--- config.mk ---
export PLATFORM = sky130hd
export DESIGN_NAME = atm_session_ctrl
export DESIGN_NICKNAME = d
export VERILOG_FILES = /design/src/rtl/atm_session_ctrl.sv
export SDC_FILE = /design/constraint.sdc
export NUM_CORES = 1
export LEC_CHECK = 0
export BUFFER_PORTS_ARGS = -buffer_cell sky130_fd_sc_hd__buf_2
export CORE_MARGIN = 1
export CORE_UTILIZATION = 55
export CTS_BUF_LIST = sky130_fd_sc_hd__clkbuf_4
export DETAILED_ROUTE_END_ITERATION = 10
export MAX_ROUTING_LAYER = met4
export PLACE_DENSITY = 0.75
export SLEW_MARGIN = 15
export SYNTH_ARGS = -nofsm -noshare
export SYNTH_HDL_FRONTEND = slang
export SYNTH_SLANG_ARGS = --single-unit
export TNS_END_PERCENT = 10
--- constraint.sdc ---
create_clock -name clk -period 9.5 [get_ports clk]
set_clock_uncertainty 0.1 [all_clocks]
set_input_delay 0.475 -clock clk [delete_from_list [all_inputs] [get_ports clk]]
set_output_delay 0.475 -clock clk [all_outputs]
set_load 0.005 [all_outputs]
--- src/rtl/atm_session_ctrl.sv ---
// ATM session engine: account table with per-account PIN retry lockout, one card session at a
// time, menu operations with atomic table updates, idle timeout and card eject/retain pulses.
module atm_session_ctrl #(
    parameter int unsigned NUM_ACCOUNTS  = 4,
    parameter int unsigned ACCT_W        = 17,
    parameter int unsigned PIN_W         = 17,
    parameter int unsigned BAL_W         = 19,
    parameter int unsigned MAX_PIN_TRIES = 3,
    parameter int unsigned TIMEOUT_CYC   = 1000
) (
    input  logic                            clk,
    input  logic                            reset,
    input  logic                            cfg_we,
    input  logic [$clog2(NUM_ACCOUNTS)-1:0] cfg_idx,
    input  logic [ACCT_W-1:0]               cfg_acct,
    input  logic [PIN_W-1:0]                cfg_pin,
    input  logic [BAL_W-1:0]                cfg_bal,
    input  logic                            card_in,
    input  logic [ACCT_W-1:0]               card_acct,
    input  logic                            pin_valid,
    input  logic [PIN_W-1:0]                pin,
    input  logic                            op_valid,
    input  logic [2:0]                      opcode,
    input  logic [BAL_W-1:0]                amount,
    input  logic [ACCT_W-1:0]               dest_acct,
    input  logic [PIN_W-1:0]                new_pin,
    input  logic                            another_txn,
    output logic                            rsp_valid,
    output logic [2:0]                      rsp_status,
    output logic [BAL_W-1:0]                balance_out,
    output logic                            session_active,
    output logic                            card_eject,
    output logic                            card_retained
);

    localparam int unsigned IDX_W = $clog2(NUM_ACCOUNTS);
    localparam int unsigned TRY_W = 3;
    localparam int unsigned TMR_W = $clog2(TIMEOUT_CYC);

    localparam logic [2:0] RspOk      = 3'd0;
    localparam logic [2:0] RspBadPin  = 3'd1;
    localparam logic [2:0] RspInsuff  = 3'd2;
    localparam logic [2:0] RspBadAcct = 3'd3;
    localparam logic [2:0] RspBadOp   = 3'd4;
    localparam logic [2:0] RspLocked  = 3'd5;
    localparam logic [2:0] RspTimeout = 3'd6;
    localparam logic [2:0] RspOvfl    = 3'd7;

    localparam logic [2:0] OpBal  = 3'b001;
    localparam logic [2:0] OpWdr  = 3'b010;
    localparam logic [2:0] OpDep  = 3'b011;
    localparam logic [2:0] OpXfer = 3'b100;
    localparam logic [2:0] OpChg  = 3'b101;

    typedef enum logic [1:0] {StIdle, StAuth, StMenu, StEnd} state_e;

    state_e             state_q, state_d;
    logic [IDX_W-1:0]   idx_q, idx_d;
    logic [TMR_W-1:0]   timer_q, timer_d;
    logic               card_in_q;
    logic [TRY_W-1:0]   tries_q [NUM_ACCOUNTS];
    logic [TRY_W-1:0]   tries_d [NUM_ACCOUNTS];
    logic [NUM_ACCOUNTS-1:0] lock_q, lock_d;

    // Table storage survives reset; only session bookkeeping is cleared.
    logic [ACCT_W-1:0]  tbl_acct_q [NUM_ACCOUNTS];
    logic [ACCT_W-1:0]  tbl_acct_d [NUM_ACCOUNTS];
    logic [PIN_W-1:0]   tbl_pin_q  [NUM_ACCOUNTS];
    logic [PIN_W-1:0]   tbl_pin_d  [NUM_ACCOUNTS];
    logic [BAL_W-1:0]   tbl_bal_q  [NUM_ACCOUNTS];
    logic [BAL_W-1:0]   tbl_bal_d  [NUM_ACCOUNTS];

    logic               rsp_valid_q, rsp_valid_d;
    logic [2:0]         rsp_status_q, rsp_status_d;
    logic [BAL_W-1:0]   balance_q, balance_d;
    logic               card_eject_q, card_eject_d;
    logic               card_retained_q, card_retained_d;

    logic               card_rise;
    logic               card_hit, dest_hit;
    logic [IDX_W-1:0]   card_idx, dest_idx;
    logic [BAL_W-1:0]   own_bal, dest_bal;
    logic [BAL_W:0]     dep_sum, xfer_sum;

    assign card_rise = card_in & ~card_in_q;

    // Lowest matching index wins if the table ever holds duplicate account numbers.
    always_comb begin
        card_hit = 1'b0;
        card_idx = '0;
        dest_hit = 1'b0;
        dest_idx = '0;
        for (int i = int'(NUM_ACCOUNTS) - 1; i >= 0; i--) begin
            if (tbl_acct_q[i] == card_acct) begin
                card_hit = 1'b1;
                card_idx = IDX_W'(i);
            end
            if (tbl_acct_q[i] == dest_acct) begin
                dest_hit = 1'b1;
                dest_idx = IDX_W'(i);
            end
        end
    end

    assign own_bal  = tbl_bal_q[idx_q];
    assign dest_bal = tbl_bal_q[dest_idx];
    assign dep_sum  = {1'b0, own_bal} + {1'b0, amount};
    assign xfer_sum = {1'b0, dest_bal} + {1'b0, amount};

    always_comb begin
        state_d         = state_q;
        idx_d           = idx_q;
        timer_d         = timer_q;
        tries_d         = tries_q;
        lock_d          = lock_q;
        tbl_acct_d      = tbl_acct_q;
        tbl_pin_d       = tbl_pin_q;
        tbl_bal_d       = tbl_bal_q;
        rsp_valid_d     = 1'b0;
        rsp_status_d    = RspOk;
        balance_d       = '0;
        card_eject_d    = 1'b0;
        card_retained_d = 1'b0;

        unique case (state_q)
            StIdle: begin
                timer_d = '0;
                if (card_rise) begin
                    if (!card_hit) begin
                        rsp_valid_d  = 1'b1;
                        rsp_status_d = RspBadAcct;
                        card_eject_d = 1'b1;
                    end else if (lock_q[card_idx]) begin
                        rsp_valid_d     = 1'b1;
                        rsp_status_d    = RspLocked;
                        card_retained_d = 1'b1;
                    end else begin
                        idx_d   = card_idx;
                        state_d = StAuth;
                    end
                end
                // Loop compare rather than direct index so out-of-range cfg_idx is dropped.
                for (int i = 0; i < int'(NUM_ACCOUNTS); i++) begin
                    if (cfg_we && cfg_idx == IDX_W'(i)) begin
                        tbl_acct_d[i] = cfg_acct;
                        tbl_pin_d[i]  = cfg_pin;
                        tbl_bal_d[i]  = cfg_bal;
                    end
                end
            end
            StAuth, StMenu: begin
                if (state_q == StAuth && pin_valid) begin
                    timer_d     = '0;
                    rsp_valid_d = 1'b1;
                    if (pin == tbl_pin_q[idx_q]) begin
                        tries_d[idx_q] = '0;
                        state_d        = StMenu;
                    end else if (tries_q[idx_q] >= TRY_W'(MAX_PIN_TRIES - 1)) begin
                        tries_d[idx_q]  = '0;
                        lock_d[idx_q]   = 1'b1;
                        rsp_status_d    = RspLocked;
                        card_retained_d = 1'b1;
                        state_d         = StIdle;
                    end else begin
                        tries_d[idx_q] = tries_q[idx_q] + 1'b1;
                        rsp_status_d   = RspBadPin;
                    end
                end else if (state_q == StMenu && op_valid) begin
                    timer_d     = '0;
                    rsp_valid_d = 1'b1;
                    balance_d   = own_bal;
                    case (opcode)
                        OpBal: ;
                        OpWdr: begin
                            if (amount > own_bal) begin
                                rsp_status_d = RspInsuff;
                            end else begin
                                tbl_bal_d[idx_q] = own_bal - amount;
                                balance_d        = own_bal - amount;
                            end
                        end
                        OpDep: begin
                            if (dep_sum[BAL_W]) begin
                                rsp_status_d = RspOvfl;
                            end else begin
                                tbl_bal_d[idx_q] = dep_sum[BAL_W-1:0];
                                balance_d        = dep_sum[BAL_W-1:0];
                            end
                        end
                        OpXfer: begin
                            if (!dest_hit || dest_idx == idx_q) begin
                                rsp_status_d = RspBadAcct;
                            end else if (amount > own_bal) begin
                                rsp_status_d = RspInsuff;
                            end else if (xfer_sum[BAL_W]) begin
                                rsp_status_d = RspOvfl;
                            end else begin
                                tbl_bal_d[idx_q]    = own_bal - amount;
                                tbl_bal_d[dest_idx] = xfer_sum[BAL_W-1:0];
                                balance_d           = own_bal - amount;
                            end
                        end
                        OpChg:   tbl_pin_d[idx_q] = new_pin;
                        default: rsp_status_d = RspBadOp;
                    endcase
                    if (!another_txn) begin
                        state_d = StEnd;
                    end
                end else if (card_in && timer_q == TMR_W'(TIMEOUT_CYC - 1)) begin
                    rsp_valid_d  = 1'b1;
                    rsp_status_d = RspTimeout;
                    card_eject_d = 1'b1;
                    state_d      = StIdle;
                end else begin
                    timer_d = timer_q + 1'b1;
                end
                // A pulled card aborts silently; a strobe taken this cycle still completes.
                if (!card_in) begin
                    state_d = StIdle;
                end
            end
            StEnd: begin
                card_eject_d = 1'b1;
                state_d      = StIdle;
            end
            default: state_d = StIdle;
        endcase
    end

    always_ff @(posedge clk) begin
        if (reset) begin
            state_q         <= StIdle;
            idx_q           <= '0;
            timer_q         <= '0;
            card_in_q       <= 1'b0;
            tries_q         <= '{default: '0};
            lock_q          <= '0;
            rsp_valid_q     <= 1'b0;
            rsp_status_q    <= RspOk;
            balance_q       <= '0;
            card_eject_q    <= 1'b0;
            card_retained_q <= 1'b0;
        end else begin
            state_q         <= state_d;
            idx_q           <= idx_d;
            timer_q         <= timer_d;
            card_in_q       <= card_in;
            tries_q         <= tries_d;
            lock_q          <= lock_d;
            tbl_acct_q      <= tbl_acct_d;
            tbl_pin_q       <= tbl_pin_d;
            tbl_bal_q       <= tbl_bal_d;
            rsp_valid_q     <= rsp_valid_d;
            rsp_status_q    <= rsp_status_d;
            balance_q       <= balance_d;
            card_eject_q    <= card_eject_d;
            card_retained_q <= card_retained_d;
        end
    end

    assign rsp_valid      = rsp_valid_q;
    assign rsp_status     = rsp_status_q;
    assign balance_out    = balance_q;
    assign card_eject     = card_eject_q;
    assign card_retained  = card_retained_q;
    assign session_active = (state_q == StAuth) || (state_q == StMenu);

endmodule

==> impl_metrics.ini <==
[status]
status = complete, no violations

[drt]
route.detailed.drc = 0
first_pass_iters = 6
vias_per_cell = 6.51
routed_wl_um = 64200
drtAntennaViolNets = 0
wl_per_cell_um = 23.5
num_vias = 17800
drt_iter0_markers = 2033

[final_layout]
nNetsFinal = 2435
final.fill_count = 2792
instances_no_fill = 2730
drive_above_1_share_pct = 18.2
syn2layout_area_growth_pct = 15.6
multiInputGateArea_um2 = 10600
regArea_um2 = 7490
stdcell_area_um2 = 21600

[power_and_ir_drop]
powerDensity_nw_per_um2 = 151
power_w = 0.00327
seqPwrFrac_pct = 42.0
combinationalPowerShare_pct = 23.0
p_leak_nw = 8.38
power.internal_w = 0.00224
p_sw_w = 0.00104
peakVddDrop_uv = 142
clockPowerShare_pct = 34.9
p_sw_share_pct = 31.7

[floorplanning]
dieArea_um2 = 34700
die_y_um = 186
die_x_um = 186
core_area_um2 = 33400
boundaryPins = 178
rows = 67
start_util_pct = 55.9

[placed_design]
place.port_buffers = 177
gp_congestion = 0.986
dp_hpwl_um = 44000
dpl.cell_count = 2536
place_area_um2 = 20100

[sta]
relSlewSlack_pct = 16.7
holdWs_ns = 0.0441
finalCriticalPeriod_ns = 6.89
period_share_pct = 72.6
hold_viol = 0
rsz0062_at_grt = no
tightest_slew_ns = 1.24
fin_tns_setup_ns = 0
setup_viol = 0
fmax_ghz = 0.145
final-max-slew-violation-count = 0

[clock_tree]
clk-insertion-delay-late_ns = 0.82
htree_levels = 3
cts_tree = yes
clkSlewWorstSetupHoldPaths_ns = 0.07
post-cts-setup-buffers = 0
cts_resized = 0
cts_buffers = 76
cts.sinks = 268
cts_root_buf = clkbuf_4
clockBufferDepth = 3

[synth]
ys.flop_type = edfxtp_1
synth_edf_count = 212
synth.distinct_cells = 79
async_flop_share_pct = 0
synth_seq_cells = 268
syn_avg_cell_area_um2 = 9.42
syn_inst = 1985
syn_area_um2 = 18700
ys_seq_area_share_pct = 40.1
yosysWarnings = 0
syn-num-nets = 2205

[setup_path]
crit_family = compound AO/OA/AOI/OAI gates
cp_cell_sequence = xor2_1 -> nor4_1 -> nand2_1 -> or2_0 -> a31oi_2 -> nor2_1 -> nor3_1 -> ha_1 -> a211oi_1 -> o211ai_1 -> a41oi_1 -> o211ai_1 -> a221oi_1 -> o211a_1 -> nand3_1 -> a21o_1 -> a21oi_2 -> buf_4
slowest_delay_ns = 0.93
crit_type = register to register
crit_arrival_ns = 7.25
crit_path_max_fanout = 17
cpMostUsedCell = o211ai_1
crit_buf_inv = 1
cp.required_ns = 9.85
start_kind = register
worst_path_max_delay_cell = a31oi_2
worst_setup_path_end_kind = register

[grt]
grt_start_max_net_pins = 83
grt-ovfl-total = 0
grt_pass1_wl_um = 97300
grt.met1_usage_pct = 46.2
gr-usage-met2_pct = 57.6
grt_pass1_vias = 17400
gr-usage-all-layers_pct = 37.5
antenna_found_initial = 8
use_met3_pct = 9.69
top_usage_layer = met2

[run]
drv_cap = 0

[hold_path]
worstHoldPathType = input port to register
-- kinds of logic after synthesis --
| kind of cell | Yosys count | synth area share (%) |
|---|---|---|
| buffers and inverters | 172 | 3.57 |
| AND/OR/NAND/NOR | 641 | 16.3 |
| AO/OA/AOI/OAI | 583 | 20.5 |
| flip-flops | 268 | 40.1 |
| XOR/XNOR | 200 | 9.37 |
| adder cells (fa/ha/maj) | 68 | 4.67 |
| multiplexers | 53 | 5.49 |
-- synthesized netlist by cell type (8+ instances only) --
library cell    n  area, um^2
a31oi_1        62         388
clkbuf_1       93         349
a21o_1         84         631
buf_2          11        55.1
a41oi_1        11        96.3
nand3_1        54         270
buf_1           8        30.0
o211ai_1       24         180
nand2_1       120         450
xnor2_1        81         709
mux4_2         38         856
o21bai_1       10        75.1
nand4_1        17         106
o21ai_0       102         510
nand2b_1       26         163
nor3_1         63         315
and3_1         17         106
a221oi_1       27         236
nor2_1        231         867
mux2i_1        11         110
or3_1          16         100
a2111oi_0       8        70.1
a21oi_1       124         621
inv_1          58         218
ha_1           65         813
o22ai_1        22         138
nor2b_1        29         181
a211oi_1       17         128
edfxtp_1      212        6370
o21a_1          8        60.1
o31ai_1        13        97.6
xor2_1        119        1040
dfxtp_1        56        1120
and2_1         10        62.6
nor4_1         26         163
-- routing by layer --
metal / wire length, um / vias up
met5: 0 / -
met4: 2670 / 0
met3: 7920 / 203
met2: 28900 / 1218
met1: 24700 / 8417
li1: - / 7945
-- worst register-to-register path: stages (launching register included) --
cell	delay, ns
edfxtp_1	0.44
xor2_1	0.17
nor4_1	0.53
nand2_1	0.10
or2_0	0.36
a31oi_2	0.93
nor2_1	0.10
nor3_1	0.38
ha_1	0.32
a211oi_1	0.28
o211ai_1	0.19
a41oi_1	0.50
o211ai_1	0.23
a221oi_1	0.44
o211a_1	0.24
nand3_1	0.11
a21o_1	0.30
a21oi_2	0.55
buf_4	0.34
-- area by class of cell --
| cell class | count | share of cell area [%] |
|---|---|---|
| clock inverters | 27 | 0.892 |
| flip-flops and latches | 268 | 34.7 |
| clock buffers | 110 | 3.82 |
| well taps | 448 | 2.59 |
| diodes | 8 | 0.0927 |
| multi-input cells | 1545 | 49.2 |
| repair buffers | 265 | 7.73 |
| inverters | 59 | 1.03 |
-- metrics by stage --
stage / utilization (%) / worst slack (ns)
after floorplan: - / 3.37
after global placement: 60.0 / 2.77
after detailed placement: 60.0 / 2.61
after CTS: 64.5 / 2.77
after global routing: 64.6 / 2.26
final: 64.6 / 2.61
-- timing repair --
item	CTS	global route
endpoints found under the setup margin	0	0
endpoints found under the hold margin	174	0
hold buffers	49	0
-- power groups by stage --
stage                     Clock [W]  Sequential [W]  Combinational (W)
after detailed placement          0         0.00140           0.000707
after floorplan                   0         0.00139           0.000473
after global placement            0         0.00140           0.000696
final                       0.00114         0.00138           0.000753
after CTS                   0.00116         0.00137           0.000728
after global routing        0.00122         0.00138           0.000807
-- registers in the layout (all words and copies together) (netlist names), 2 cells and up --
signal	count
tries_q	12
tbl_bal_q	76
tbl_pin_q	68
tbl_acct_q	68
balance_out	19
lock_q	4
timer_q	10
state_q	2
idx_q	2
rsp_status	3
-- worst paths after layout --
check,slack (ns),end,depth (start not counted),from
worst max-delay path,2.61,tbl_bal_q[38],18,tbl_acct_q[18]
worst min register to register,0.38,lock_q[2],2,lock_q[2]
worst min-delay path,0.04,tbl_bal_q[13],3,cfg_bal[13]
worst max register to register,2.61,tbl_bal_q[38],18,tbl_acct_q[18]
-- placed cells by master, fill, tap and decap left out, types with 58 or more instances in the layout --
master	count
a21o_1	84
a21oi_1	120
a31oi_1	61
buf_2	177
clkbuf_4	110
edfxtp_1	212
ha_1	64
inv_1	58
nand2_1	120
nor2_1	228
nor3_1	61
o21ai_0	100
xnor2_1	81
xor2_1	119
(Power assumes the default switching activity.)
